--- config.mk ---
export PLATFORM = sky130hd
export DESIGN_NAME = conbus_timer_flat
export DESIGN_NICKNAME = d
export VERILOG_FILES = /design/src/rtl/conbus_timer_if.sv /design/src/rtl/conbus_timer.sv /design/src/flat_wrapper.sv
export SDC_FILE = /design/constraint.sdc
export NUM_CORES = 1
export LEC_CHECK = 0
export CAP_MARGIN = 20
export CORE_MARGIN = 5
export CORE_UTILIZATION = 35
export CTS_CLUSTER_SIZE = 40
export DETAILED_ROUTE_END_ITERATION = 16
export PLACE_DENSITY = 0.59
export SETUP_SLACK_MARGIN = 0.02
export SLEW_MARGIN = 20
export SYNTH_ARGS = -nofsm -noshare
export SYNTH_HDL_FRONTEND = slang
export SYNTH_SLANG_ARGS = --single-unit
--- constraint.sdc ---
create_clock -name sys_clk -period 5.8 [get_ports sys_clk]
set_clock_uncertainty 0.2 [all_clocks]
set_input_delay 0.87 -clock sys_clk [delete_from_list [all_inputs] [get_ports sys_clk]]
set_output_delay 0.87 -clock sys_clk [all_outputs]
set_load 0.005 [all_outputs]
--- src/rtl/conbus_timer_if.sv ---
// Conbus slave-port bundle for conbus_timer: word address, write data/enable and registered read data.
interface conbus_timer_if;
  logic [13:0] bus_a;
  logic [15:0] bus_di;
  logic        bus_we;
  logic [15:0] bus_do;

  modport master (output bus_a, output bus_di, output bus_we, input bus_do);
  modport slave  (input bus_a, input bus_di, input bus_we, output bus_do);
endinterface

--- src/rtl/conbus_timer.sv ---
// Programmable 16-bit timer/counter on a conbus slave port: prescaler, compare match, one-shot/auto-reload, level irq.
// Optional capture input and CAPTURE/STATUS.CAPT logic are built only when TIMER_CAPTURE_EN is defined.
module conbus_timer #(
  parameter int unsigned PRESC_W       = 16,
  parameter logic [15:0] RESET_COMPARE = 16'hffff
) (
  input  logic          sys_clk,
  input  logic          sys_rst,
  conbus_timer_if.slave bus,
`ifdef TIMER_CAPTURE_EN
  input  logic          capture,
`endif
  output logic          irq
);

  localparam int unsigned DATA_W = 16;
  localparam int unsigned CTRL_W = 3;

  localparam logic [2:0] A_CTRL    = 3'd0;
  localparam logic [2:0] A_COMPARE = 3'd1;
  localparam logic [2:0] A_COUNT   = 3'd2;
  localparam logic [2:0] A_STATUS  = 3'd3;
  localparam logic [2:0] A_PRESC   = 3'd4;
  localparam logic [2:0] A_CAPTURE = 3'd5;

  logic [CTRL_W-1:0]  ctrl_q,    ctrl_d;
  logic [DATA_W-1:0]  compare_q, compare_d;
  logic [DATA_W-1:0]  count_q,   count_d;
  logic               match_q,   match_d;
  logic [PRESC_W-1:0] presc_q,   presc_d;
  logic [PRESC_W-1:0] pcnt_q,    pcnt_d;
  logic [DATA_W-1:0]  bus_do_q,  bus_do_d;
  logic               irq_q,     irq_d;

  logic [2:0] addr;
  logic       wr;
  logic       tick;
  logic       capt_bit;
  logic [DATA_W-1:0] capt_val;

  // Only the low three address bits select a register; the rest alias.
  logic unused_addr_hi;
  assign unused_addr_hi = ^bus.bus_a[13:3];

  assign addr = bus.bus_a[2:0];
  assign wr   = bus.bus_we;
  assign tick = ctrl_q[0] && (pcnt_q == presc_q);

`ifdef TIMER_CAPTURE_EN
  logic              sync1_q, sync2_q, sync3_q;
  logic              capt_q,  capt_d;
  logic [DATA_W-1:0] capture_q, capture_d;
  logic              capt_rise;

  assign capt_rise = sync2_q && !sync3_q;
  assign capt_bit  = capt_q;
  assign capt_val  = capture_q;

  always_comb begin
    capture_d = capture_q;
    capt_d    = capt_q;
    if (wr && addr == A_STATUS && bus.bus_di[1]) capt_d = 1'b0;
    if (capt_rise) begin
      capture_d = count_q;
      capt_d    = 1'b1;
    end
  end

  // Two-flop synchroniser plus one stage for rising-edge detection.
  always_ff @(posedge sys_clk or negedge sys_rst) begin
    if (!sys_rst) begin
      sync1_q   <= 1'b0;
      sync2_q   <= 1'b0;
      sync3_q   <= 1'b0;
      capt_q    <= 1'b0;
      capture_q <= '0;
    end else begin
      sync1_q   <= capture;
      sync2_q   <= sync1_q;
      sync3_q   <= sync2_q;
      capt_q    <= capt_d;
      capture_q <= capture_d;
    end
  end
`else
  assign capt_bit = 1'b0;
  assign capt_val = '0;
`endif

  always_comb begin
    ctrl_d    = ctrl_q;
    compare_d = compare_q;
    count_d   = count_q;
    match_d   = match_q;
    presc_d   = presc_q;
    pcnt_d    = '0;
    bus_do_d  = '0;

    if (ctrl_q[0] && !tick) pcnt_d = pcnt_q + PRESC_W'(1);

    // W1C first so a same-cycle hardware match still wins.
    if (wr && addr == A_STATUS && bus.bus_di[0]) match_d = 1'b0;

    if (tick) begin
      if (count_q == compare_q) begin
        match_d = 1'b1;
        if (ctrl_q[1]) count_d   = '0;
        else           ctrl_d[0] = 1'b0;
      end else begin
        count_d = count_q + DATA_W'(1);
      end
    end

    // Bus writes override the timebase updates above.
    if (wr) begin
      case (addr)
        A_CTRL: begin
          ctrl_d = bus.bus_di[CTRL_W-1:0];
          pcnt_d = '0;
        end
        A_COMPARE: compare_d = bus.bus_di;
        A_COUNT:   count_d   = bus.bus_di;
        A_PRESC: begin
          presc_d = bus.bus_di[PRESC_W-1:0];
          pcnt_d  = '0;
        end
        default: ;
      endcase
    end

    irq_d = match_d & ctrl_d[2];

    case (addr)
      A_CTRL:    bus_do_d = DATA_W'(ctrl_q);
      A_COMPARE: bus_do_d = compare_q;
      A_COUNT:   bus_do_d = count_q;
      A_STATUS:  bus_do_d = DATA_W'({capt_bit, match_q});
      A_PRESC:   bus_do_d = DATA_W'(presc_q);
      A_CAPTURE: bus_do_d = capt_val;
      default:   bus_do_d = '0;
    endcase
  end

  always_ff @(posedge sys_clk or negedge sys_rst) begin
    if (!sys_rst) begin
      ctrl_q    <= '0;
      compare_q <= RESET_COMPARE;
      count_q   <= '0;
      match_q   <= 1'b0;
      presc_q   <= '0;
      pcnt_q    <= '0;
      bus_do_q  <= '0;
      irq_q     <= 1'b0;
    end else begin
      ctrl_q    <= ctrl_d;
      compare_q <= compare_d;
      count_q   <= count_d;
      match_q   <= match_d;
      presc_q   <= presc_d;
      pcnt_q    <= pcnt_d;
      bus_do_q  <= bus_do_d;
      irq_q     <= irq_d;
    end
  end

  assign bus.bus_do = bus_do_q;
  assign irq        = irq_q;

endmodule

--- src/flat_wrapper.sv ---
// flat-port wrapper written by rule: the top's interface ports become plain ports
module conbus_timer_flat 
#(
  parameter int unsigned PRESC_W       = 16,
  parameter logic [15:0] RESET_COMPARE = 16'hffff
)
  (sys_clk, sys_rst, irq, bus_bus_a, bus_bus_di, bus_bus_we, bus_bus_do);
  conbus_timer_if bus_i ();
  input  logic sys_clk;
  input  logic sys_rst;
  output logic irq;
  input wire logic [$bits(bus_i.bus_a)-1:0] bus_bus_a;
  input wire logic [$bits(bus_i.bus_di)-1:0] bus_bus_di;
  input wire logic [$bits(bus_i.bus_we)-1:0] bus_bus_we;
  output wire logic [$bits(bus_i.bus_do)-1:0] bus_bus_do;
  assign bus_i.bus_a = bus_bus_a;
  assign bus_i.bus_di = bus_bus_di;
  assign bus_i.bus_we = bus_bus_we;
  assign bus_bus_do = bus_i.bus_do;
  conbus_timer #(.PRESC_W(PRESC_W), .RESET_COMPARE(RESET_COMPARE)) u_core (.sys_clk(sys_clk), .sys_rst(sys_rst), .bus(bus_i), .irq(irq));
endmodule
======== After elaboration in Yosys (flattened, before gate mapping) ========
Cells that the tools add are included.
storage, ports and cells
  flip-flop bits (word level) ............. 85
  logic and storage cells ................. 45
  output and inout bits ................... 17
  input port bits ......................... 33
cells by class
  add/subtract/negate cells ............... 2
  bitwise gates (word level) .............. 1
  multiplexer cells ....................... 17
  reduce and logical (&&, ||, !) cells .... 10
  eq/ne operators ......................... 6
operators with widths
  cell                                                              count
  16-bit 2-to-1 mux                                                 8
  16-bit case mux with 5 select lines                               1
  16-bit by 1-bit adder with 16-bit output (second input constant)  2
  16-bit == test                                                    2
  3-bit by 2-bit == test with 1-bit output (second input constant)  2
  1-bit 2-to-1 mux                                                  6
  3-bit 2-to-1 mux                                                  2
  2-bit AND reduction                                               3
  1-bit logical AND                                                 4
  3-bit by 1-bit == test with 1-bit output (second input constant)  1
  3-bit == test (second input constant)                             1
  3-bit logical NOT                                                 1
  2-bit OR reduction                                                1
  1-bit bitwise AND                                                 1
  1-bit logical NOT                                                 1

======== Depth between registers and ports, before layout ========
  depth after elaboration ................. 7
  gate-level depth with buffers ........... 8
  depth with buffers taken out ............ 6

======== Worst setup path before layout ========
Ideal clock, no wire load.
  kind .................................... in2reg
  start point ............................. in bus_bus_a[2]
  end point ............................... reg u_core.compare_q[10]
  path buffers ............................ 3
  data required time ...................... 5.518 ns
  stages on the path ...................... 6
  data arrival time ....................... 2.396 ns
  library setup time ...................... 0.082 ns
  path slack .............................. 3.121 ns
  path through ............................ clkbuf_1 -> nor3b_1 -> and2_1 -> buf_2 -> buf_2 -> mux2_2
on the way
  word-level cells in the longest chain between the ends .. 2
ends and longest elaborated chain
  item                                      line                 source
  start, declared                           flat_wrapper.sv:12   input wire logic [$bits(bus_i.bus_a)-1:0] bus_bus_a;
  3-bit by 1-bit == test with 1-bit output  conbus_timer.sv:116  case (addr)
  2-bit AND reduction (no source line)      n/a
  end signal, assigned                      conbus_timer.sv:156  compare_q <= compare_d;
  end, declared                             conbus_timer.sv:27   logic [DATA_W-1:0] compare_q, compare_d;
No other way between the ends.
A chain may end at the register's enable or synchronous reset.

======== Final worst setup path ========
  start point ............................. in bus_bus_a[0]
  end point ............................... reg u_core.compare_q[2]
Same word-level chain as after synthesis.

==> results.py <==
metrics = {
    "synth": {
        "synth_top_area_share": 0.398,
        "synth_common_cells": "69 x dfrtp_1, 44 x nand2_1, 43 x xor2_1",
        "netlist_instances": 424,
        "ys_seq_elements": 85,
        "synth_ff_type": "dfrtp_1",
        "async_reset_ff_frac": 1.00,
        "synth_nets": 459,
        "synth.most_common_cell": "dfrtp_1",
        "yosysSeqAreaShare": 0.495,
        "synth_edf_count": 0,
        "synth.avg_cell_area_um2": 10.2,
        "synth_cell_type_count": 38,
        "ys_warn_count": 0,
        "netlist_top_cells_area": "dfrtp_1 40%, dfstp_2 9.7%, mux2_2 9.1%",
        "netlist_area_um2": 4340,
        "yosysTopAreaCell": "dfrtp_1",
    },
    "worst_setup_path": {
        "crit_slowest_cell": "clkdlybuf4s50_1",
        "r2r_cells": 6,
        "worstPathMaxFanout": 21,
        "cp-startpoint": "bus_bus_a[0]",
        "worst_path_largest_cell_delay_ns": 1.03,
        "rr_startpoint": "u_core.count_q[2]$_DFF_PN0_",
        "crit_path_end_kind": "flip-flop",
        "worstPathArrival_ns": 3.64,
        "regToRegSetupSlack_ns": 2.49,
        "endpoint": "u_core.compare_q[2]$_DFFE_PN1P_",
        "crit_type": "in2reg",
        "rr_endpoint": "u_core.count_q[1]$_DFF_PN0_",
        "crit_required_ns": 5.87,
        "startpoint_type": "input port",
        "path_cells": "clkdlybuf4s50_1 > nor3b_2 > buf_4 > and2_1 > mux2_2",
    },
    "timing": {
        "setup_ws_ns": 2.23,
        "final.min_clock_period_ns": 3.57,
        "finalHoldViolations": 0,
        "relSlewSlack": 0.393,
        "setup_viol": 0,
        "tightest_slew_ns": 0.911,
        "rsz0062_at_grt": "false",
        "final.setup.tns_ns": 0,
        "layout_worst_path_cycle_share": 0.616,
        "drv_slew": 0,
        "max_freq_ghz": 0.280,
    },
    "pwr": {
        "p_sw_w": 0.000479,
        "p_int_w": 0.00124,
        "max-vdd-ir-drop_v": 0.000123,
        "seq_power_share": 0.463,
        "pwr-share-clk": 0.357,
        "power.density_nw_per_um2": 331,
        "power_leakage_nw": 2.11,
        "power_switching_share": 0.279,
        "combPwrFrac": 0.180,
        "p_total_w": 0.00171,
    },
    "clock_tree": {
        "root_buffer": "clkbuf_16",
        "cts_buffer_depth": 2,
        "cts_tree": "done",
        "clk_latency_ns": 0.34,
        "cts_resized": 0,
        "clock_sinks": 85,
        "postCtsSetupBuffers": 0,
        "cts_buffers": 9,
        "clk_pin_slew_ns": 0.06,
        "cts_max_level": 3,
        "cts_hold_buf": 0,
    },
    "detailed_routing": {
        "vias_per_cell": 5.29,
        "routed_wl_mm": 11.1,
        "first_pass_iters": 4,
        "drc_errors": 0,
        "wl_per_cell_um": 17.8,
        "antenna_left": 0,
        "drtIter0Drc": 226,
        "vias": 3308,
    },
    "die": {
        "core.rowCount": 40,
        "design.die.area_um2": 14700,
        "die_h_um": 121,
        "core-area_um2": 12100,
        "start_util": 0.360,
        "die_w_um": 121,
        "ioPinCount": 50,
    },
    "global_routing": {
        "grt_max_degree": 86,
        "grt_pass1_vias": 3297,
        "grt_overflow_total": 0,
        "antenna_found_initial": 0,
        "grt_pass1_wl_mm": 17.8,
        "grt_usage": 0.156,
    },
    "placed_design": {
        "gp_congestion": 0.834,
        "pre_cts_slack_ns": 1.86,
        "dp_hpwl_mm": 7.59,
        "post_dp_cell_area_um2": 4860,
        "port_buffers": 38,
    },
    "cells_and_area": {
        "syn_to_final_growth_pct": 19.3,
        "nets": 488,
        "drive_gt1_frac": 0.168,
        "diodes": 0,
        "post-route-util": 0.429,
        "final_cell_area_um2": 5170,
        "nFillCells": 1168,
    },
    "min_path": {
        "hold_class": "reg2reg",
    },
    "outcome": {
        "status": "complete, no violations",
    },
    "job": {
        "cap_violations": 0,
    },
}
kinds of logic after synthesis:
group | share of synthesized area
muxes | 0.105
buffers and inverters | 0.0283
AOI/OAI and AO/OA | 0.102
xor gates and xnor gates | 0.0929
adders and majority gates | 0.00577
DFF | 0.495
and+or+nand+nor | 0.170
critical path, delay by kind of cell:
kind | cells | cell delay (ns)
buffers and inverters | 2 | 1.29
muxes | 1 | 0.42
and+or+nand+nor | 2 | 1.05
worst min path at each step:
stage	slack (ns)	cells after the start	from	endpoint
final	0.33	2	u_core.compare_q[4]$_DFFE_PN1P_	u_core.bus.bus_do[4]$_DFF_PN0_
after global routing	0.37	2	u_core.compare_q[8]$_DFFE_PN1P_	u_core.bus.bus_do[8]$_DFF_PN0_
after CTS	0.33	2	u_core.compare_q[10]$_DFFE_PN1P_	u_core.bus.bus_do[10]$_DFF_PN0_
after detailed placement	0.33	2	u_core.compare_q[10]$_DFFE_PN1P_	u_core.bus.bus_do[10]$_DFF_PN0_
after global placement	0.32	2	u_core.compare_q[4]$_DFFE_PN1P_	u_core.bus.bus_do[4]$_DFF_PN0_
after floorplan	0.28	2	u_core.match_q$_DFF_PN0_	u_core.match_q$_DFF_PN0_
layout by cell type (no fill, tap or decap), types with 4 or more instances in the layout:
master           count
a31oi_1             13
a21oi_1              9
o21ai_0             24
and2_1               7
dfstp_2             16
nand2_1             44
clkbuf_16            9
a22oi_1             13
nor2_1              34
or3_1                5
mux2_2              35
nand3_1             22
nand4_1             10
buf_4                4
xor2_1              43
inv_1                4
and4_1               4
and3_1               5
mux2i_1              4
clkdlybuf4s50_1     37
nor4_1              13
dfrtp_1             69
o211ai_1             7
metal layers:
layer | track usage | vias up | wire length, um
li1 | - | 1566 | -
met1 | 0.205 | 1664 | 5030
met2 | 0.260 | 62 | 5420
met3 | 0.0200 | 16 | 454
met4 | 0.0672 | 0 | 241
met5 | 0 | - | 0
power by group through the flow:
stage          logic [W]  clock network, W  registers, W
3_3_place_gp    0.000304                 0      0.000798
6_report        0.000309          0.000612      0.000794
5_1_grt         0.000345          0.000645      0.000805
2_1_floorplan   0.000209                 0      0.000765
3_5_place_dp    0.000310                 0      0.000801
4_1_cts         0.000311          0.000622      0.000792
final cells by class:
cell class                      count  area, um^2  share of cell area
Inverter                            5        18.8             0.00363
Clock buffer                       10         239              0.0462
Clock inverter                      5        75.1              0.0145
Timing Repair Buffer               42         412              0.0796
Tap cell                          168         210              0.0406
Multi-Input combinational cell    310        2070               0.400
Sequential cell                    85        2150               0.415
sequential cells by signal (all words and copies together) (netlist names):
signal             flops
u_core.bus.bus_do     16
u_core.compare_q      16
u_core.count_q        16
u_core.ctrl_q          3
u_core.irq             1
u_core.match_q         1
u_core.pcnt_q         16
u_core.presc_q        16
metrics by stage:
| step | hold slack [ns] | cells |
|---|---|---|
| 6_report | 0.327 | 625 |
| 5_1_grt | 0.370 | 625 |
| 4_1_cts | 0.335 | 625 |
| 3_5_place_dp | 0.326 | 610 |
| 3_3_place_gp | 0.319 | 610 |
| 2_1_floorplan | 0.284 | 424 |
No activity file was read; power rests on OpenSTA's default activity.
